## src/rtl/gtxe2_chnl_tx_comma_insert.sv

```systemverilog
// rtl/gtxe2_chnl_tx_comma_insert.sv - TX comma framer with init/periodic/idle comma insertion and programmable bit-slip
module gtxe2_chnl_tx_comma_insert #(
    parameter int         width              = 20,
    parameter logic [9:0] ALIGN_PCOMMA_VALUE = 10'b0101111100,
    parameter logic [9:0] ALIGN_MCOMMA_VALUE = 10'b1010000011,
    parameter int         INIT_BURST         = 16,
    parameter int         COMMA_PERIOD       = 256,
    parameter int         COMMA_BURST        = 4
) (
    input  logic                      clk,
    input  logic                      rst_n,
    input  logic [width-1:0]          indata,
    input  logic                      in_valid,
    output logic                      in_ready,
    input  logic                      TXCOMMAEN,
    input  logic                      TXSLIDE,
    output logic [width-1:0]          outdata,
    output logic [$clog2(width)-1:0]  slide_offset,
    output logic                      TXCOMMASENT,
    output logic                      TXALIGNED
);

    localparam int OW   = $clog2(width);
    localparam int SW   = $clog2(2 * width);
    localparam int BMAX = (INIT_BURST > COMMA_BURST) ? INIT_BURST : COMMA_BURST;
    localparam int BW   = $clog2(BMAX + 1);
    localparam int PW   = $clog2(COMMA_PERIOD + 1);

    localparam logic [BW-1:0] INIT_LAST   = BW'(INIT_BURST - 1);
    localparam logic [BW-1:0] BURST_LAST  = BW'(COMMA_BURST - 1);
    localparam logic [PW-1:0] PERIOD_LAST = PW'(COMMA_PERIOD - 1);
    localparam logic [OW-1:0] OFFSET_LAST = OW'(width - 1);

    // Plus-comma in the first transmitted symbol, alternating polarity above it.
    function automatic logic [width-1:0] gen_comma();
        logic [width-1:0] w;
        w = '0;
        for (int s = 0; s < width / 10; s++) begin
            w[s*10 +: 10] = (s % 2 == 0) ? ALIGN_PCOMMA_VALUE : ALIGN_MCOMMA_VALUE;
        end
        return w;
    endfunction

    localparam logic [width-1:0] COMMA = gen_comma();

    typedef enum logic [1:0] {
        ST_INIT  = 2'd0,
        ST_DATA  = 2'd1,
        ST_BURST = 2'd2
    } state_t;

    state_t            state;
    logic [BW-1:0]     burst_cnt;
    logic [PW-1:0]     period_cnt;
    logic [width-1:0]  word_r;
    logic [width-1:0]  word_prev;
    logic              en_d;
    logic              accept;
    logic [2*width-1:0] data_cat;
    logic [SW-1:0]     shamt;

    assign accept = in_valid & in_ready;

    always_ff @(posedge clk or negedge rst_n) begin
        if (!rst_n) begin
            state        <= ST_INIT;
            burst_cnt    <= '0;
            period_cnt   <= '0;
            word_r       <= '0;
            word_prev    <= '0;
            slide_offset <= '0;
            in_ready     <= 1'b0;
            TXCOMMASENT  <= 1'b0;
            TXALIGNED    <= 1'b0;
            en_d         <= 1'b1;
        end else begin
            word_prev <= word_r;
            en_d      <= TXCOMMAEN;

            if (TXSLIDE) begin
                slide_offset <= (slide_offset == OFFSET_LAST) ? '0 : slide_offset + 1'b1;
            end

            if (!TXCOMMAEN) begin
                state       <= ST_DATA;
                burst_cnt   <= '0;
                period_cnt  <= '0;
                in_ready    <= 1'b1;
                TXCOMMASENT <= 1'b0;
                word_r      <= accept ? indata : '0;
            end else begin
                unique case (state)
                    ST_INIT: begin
                        word_r      <= COMMA;
                        TXCOMMASENT <= 1'b1;
                        if (burst_cnt == INIT_LAST) begin
                            state     <= ST_DATA;
                            burst_cnt <= '0;
                            in_ready  <= 1'b1;
                            TXALIGNED <= 1'b1;
                        end else begin
                            burst_cnt <= burst_cnt + 1'b1;
                            in_ready  <= 1'b0;
                        end
                    end
                    ST_DATA: begin
                        if (accept) begin
                            word_r      <= indata;
                            TXCOMMASENT <= 1'b0;
                            if (period_cnt == PERIOD_LAST) begin
                                state      <= ST_BURST;
                                period_cnt <= '0;
                                in_ready   <= 1'b0;
                            end else begin
                                period_cnt <= period_cnt + 1'b1;
                                in_ready   <= 1'b1;
                            end
                        end else begin
                            word_r      <= COMMA;
                            TXCOMMASENT <= 1'b1;
                            in_ready    <= 1'b1;
                        end
                    end
                    ST_BURST: begin
                        word_r      <= COMMA;
                        TXCOMMASENT <= 1'b1;
                        if (burst_cnt == BURST_LAST) begin
                            state     <= ST_DATA;
                            burst_cnt <= '0;
                            in_ready  <= 1'b1;
                        end else begin
                            burst_cnt <= burst_cnt + 1'b1;
                            in_ready  <= 1'b0;
                        end
                    end
                    default: begin
                        state       <= ST_INIT;
                        burst_cnt   <= '0;
                        in_ready    <= 1'b0;
                        TXCOMMASENT <= 1'b0;
                    end
                endcase

                // First enabled cycle after pass-through: the word of this edge follows
                // the handshake already offered, then a fresh init burst begins.
                if (!en_d) begin
                    state      <= ST_INIT;
                    burst_cnt  <= '0;
                    period_cnt <= '0;
                    in_ready   <= 1'b0;
                    TXALIGNED  <= 1'b0;
                end
            end
        end
    end

    // Offset k selects data[width-k +: width], delaying the stream by k bits.
    assign data_cat = {word_r, word_prev};
    assign shamt    = SW'(width) - SW'(slide_offset);
    assign outdata  = data_cat[shamt +: width];

endmodule

```

## config.mk

```make
export PLATFORM = sky130hd
export DESIGN_NAME = gtxe2_chnl_tx_comma_insert
export DESIGN_NICKNAME = d
export VERILOG_FILES = /design/src/rtl/gtxe2_chnl_tx_comma_insert.sv
export SDC_FILE = /design/constraint.sdc
export NUM_CORES = 1
export LEC_CHECK = 0
export ABC_AREA = 1
export CAP_MARGIN = 20
export CORE_ASPECT_RATIO = 1.75
export CORE_MARGIN = 5
export CORE_UTILIZATION = 50
export CTS_CLUSTER_SIZE = 40
export DETAILED_ROUTE_END_ITERATION = 8
export GPL_TIMING_DRIVEN = 0
export HOLD_SLACK_MARGIN = 0.15
export PLACE_DENSITY = 0.72
export SKIP_LAST_GASP = 1
export SLEW_MARGIN = 20
export SYNTH_ARGS = -nofsm -noshare
export SYNTH_HDL_FRONTEND = slang
export SYNTH_SLANG_ARGS = --single-unit
```

## constraint.sdc

```tcl
create_clock -name clk -period 5.7 [get_ports clk]
set_input_delay 0.57 -clock clk [delete_from_list [all_inputs] [get_ports clk]]
set_output_delay 0.57 -clock clk [all_outputs]
set_load 0.05 [all_outputs]
```

==> flow_metrics.env <==
export IMPL_status="finished clean"
export IMPL_path_cells="buf_2 > inv_4 > buf_4 > ha_1 > inv_2 > clkbuf_1 > nand3_1 > nand3_1 > nand3_1 > and2_0 > nor2_1 > nor2_1 > clkdlybuf4s50_1"
export IMPL_drv_slew=0
export IMPL_gp_congestion=1.085
export IMPL_clk_latency_ns=0.33
export IMPL_crit_required_ns=5.13
export IMPL_ys_async_sr_fraction_pct=100.0
export IMPL_path_clk_slew_ns=0.05
export IMPL_synth_area_mm2=0.004703
export IMPL_grt_pass1_vias=5424
export IMPL_row_count=47
export IMPL_postSynthAreaPerCell_um2=6.787
export IMPL_ys_flop_type="dfrtp_1"
export IMPL_cts_made_buffers=9
export IMPL_die_h_um=138.3
export IMPL_finalClockSkew_ns=0.005807
export IMPL_final_nets=789
export IMPL_syn_instance_count=693
export IMPL_clock_path_buffers=2
export IMPL_endpoint_kind="output port"
export IMPL_antenna_cells=0
export IMPL_core_area_mm2=0.009350
export IMPL_grt_overflow=0
export IMPL_hold_ws_ns=0.4418
export IMPL_via_per_inst=6.112
export IMPL_cp_arrival_ns=3.72
export IMPL_io_pins=53
export IMPL_antenna_found_initial=0
export IMPL_slew_headroom_pct=54.18
export IMPL_drt_drc_violations_left=0
export IMPL_layout_drive_gt1_share_pct=8.650
export IMPL_timing_hold_violations_final=0
export IMPL_antenna_left=0
export IMPL_slowest_stage="clkdlybuf4s50_1"
export IMPL_ys_ff_latch=65
export IMPL_routed_wl_met2_mm=9.418
export IMPL_synthMostInstantiatedCell="nand3_1"
export IMPL_period_share_pct=75.21
export IMPL_initial_core_util_pct=50.30
export IMPL_clock_fmax_mhz=233.3
export IMPL_hold_class="reg -> reg"
export IMPL_cp_top_family="buffers and inverters"
export IMPL_tritoncts="built"
export IMPL_drt_pass1_iter_count=8
export IMPL_synth_commonest_cells="240 x nand3_1, 161 x nand2_1, 64 x dfrtp_1"
export IMPL_syn_nets=724
export IMPL_clock_sinks=65
export IMPL_max_cap_viol_count=0
export IMPL_grt_max_degree=59
export IMPL_synth_distinct_cells=35
export IMPL_syn_to_final_growth_pct=21.52
export IMPL_synth_edf_count=0
export IMPL_rsz0062_at_grt="false"
export IMPL_wirelength_mm=17.91
export IMPL_grt_first_pass_wirelength_mm=28.28
export IMPL_cp_num_buf_inv=6
export IMPL_die_width_um=83.32
export IMPL_path_max_fanout=10
export IMPL_post_route_min_period_ns=4.287
export IMPL_critical_path_startpoint_type="flop"
export IMPL_crit_top_cell="nand3_1"
export IMPL_wl_met1_mm=6.051
export IMPL_detail_route_iter0_violations=573
export IMPL_cts_root_buf="clkbuf_16"
export IMPL_tns_ns=0
export IMPL_finalSetupViolCount=0
export IMPL_synthTopCellsByArea="dfrtp_1 34%, nand3_1 26%, nand2_1 13%"
export IMPL_io_buffers=52
export IMPL_ys_warn_count=0
export IMPL_cts_max_level=3
export IMPL_top_layer="met4"
export IMPL_dieArea_mm2=0.01152
export IMPL_grt_usage_pct=31.19
export IMPL_dp_hpwl_mm=14.27
export IMPL_yosysTopAreaCell="dfrtp_1"
export IMPL_yosysSeqAreaShare_pct=34.61
export IMPL_path_class="reg -> out"
export IMPL_vias=5409
export IMPL_critPathMaxStageDelay_ns=0.69
export IMPL_synthDominantCellAreaShare_pct=34.05
export IMPL_routedWlPerCell_um=20.24
export IMPL_worstMarginPinSlew_ns=0.6848
export IMPL_met3_length_mm=1.000
==> layout by cell type, fill, tap and decap left out, types with 8 or more instances in the layout <==
| master | count |
|---|---|
| inv_1 | 37 |
| o21ai_0 | 18 |
| buf_6 | 8 |
| nand2_1 | 161 |
| nand3_1 | 240 |
| a31oi_1 | 11 |
| clkbuf_1 | 10 |
| dfrtp_1 | 64 |
| a21oi_1 | 28 |
| o22ai_1 | 12 |
| nor2_1 | 34 |
| buf_2 | 18 |
| clkdlybuf4s50_1 | 51 |
| clkbuf_16 | 9 |
==> registers in the layout, summed over array words and instances (netlist names) <==
| name | flops |
|---|---|
| TXCOMMASENT | 1 |
| period_cnt | 9 |
| word_prev | 20 |
| slide_offset | 5 |
| state | 2 |
| word_r | 20 |
| burst_cnt | 5 |
| TXALIGNED | 1 |
| in_ready | 1 |
| en_d | 1 |
==> routing by layer <==
layer | track usage [%] | vias to the layer above
met5 | 0 | -
met4 | 24.12 | 0
met3 | 3.393 | 91
met2 | 56.43 | 295
met1 | 32.13 | 2501
li1 | - | 2522
==> path summary, 6_finish.rpt <==
path,depth (start not counted),from,to,slack [ns]
worst max-delay path,13,slide_offset[0],outdata[18],1.41
max in group asynchronous,3,rst_n,en_d,4.56
min in group asynchronous,2,rst_n,burst_cnt[3],0.60
worst min-delay path,0,word_r[6],word_prev[6],0.44
worst min register to register,0,word_r[6],word_prev[6],0.44
worst max register to register,7,slide_offset[0],slide_offset[1],3.54
==> metrics by stage <==
stage | util (%) | instance area (µm²) | worst slack [ns] | instances
after floorplan | - | 4703 | 2.232 | 693
after global placement | 57.50 | 5376 | 1.932 | 867
after detailed placement | 57.77 | 5401 | 1.889 | 868
after CTS | 61.13 | 5715 | 1.543 | 885
after global routing | 61.13 | 5715 | 1.279 | 885
final | 61.13 | 5715 | 1.413 | 885
==> cell type report <==
type                    count  area, µm²
clock buffers               9      225.2
fillers                   858       3635
plain buffers              42      266.5
multi-input cells         543       2640
flip-flops and latches     65       1628
clock inverters             7      78.83
inverters                  43      168.9
well taps                 122      152.6
repair buffers             54      555.5
==> repair_timing <==
action	CTS	global route
endpoints found under the hold margin	7	0
setup buffers	0	0
hold buffers	1	0
resized for setup	0	0
==> cells by family after synthesis <==
family	share of synthesized area (%)
compound gates	9.550
flops	34.61
xor+xnor	0.9578
buf+inv	9.258
simple gates	44.03
fa+ha+maj	1.596
Power is not shown: default switching activity piles up to over one toggle a cycle in this logic, so the estimate is an artifact.
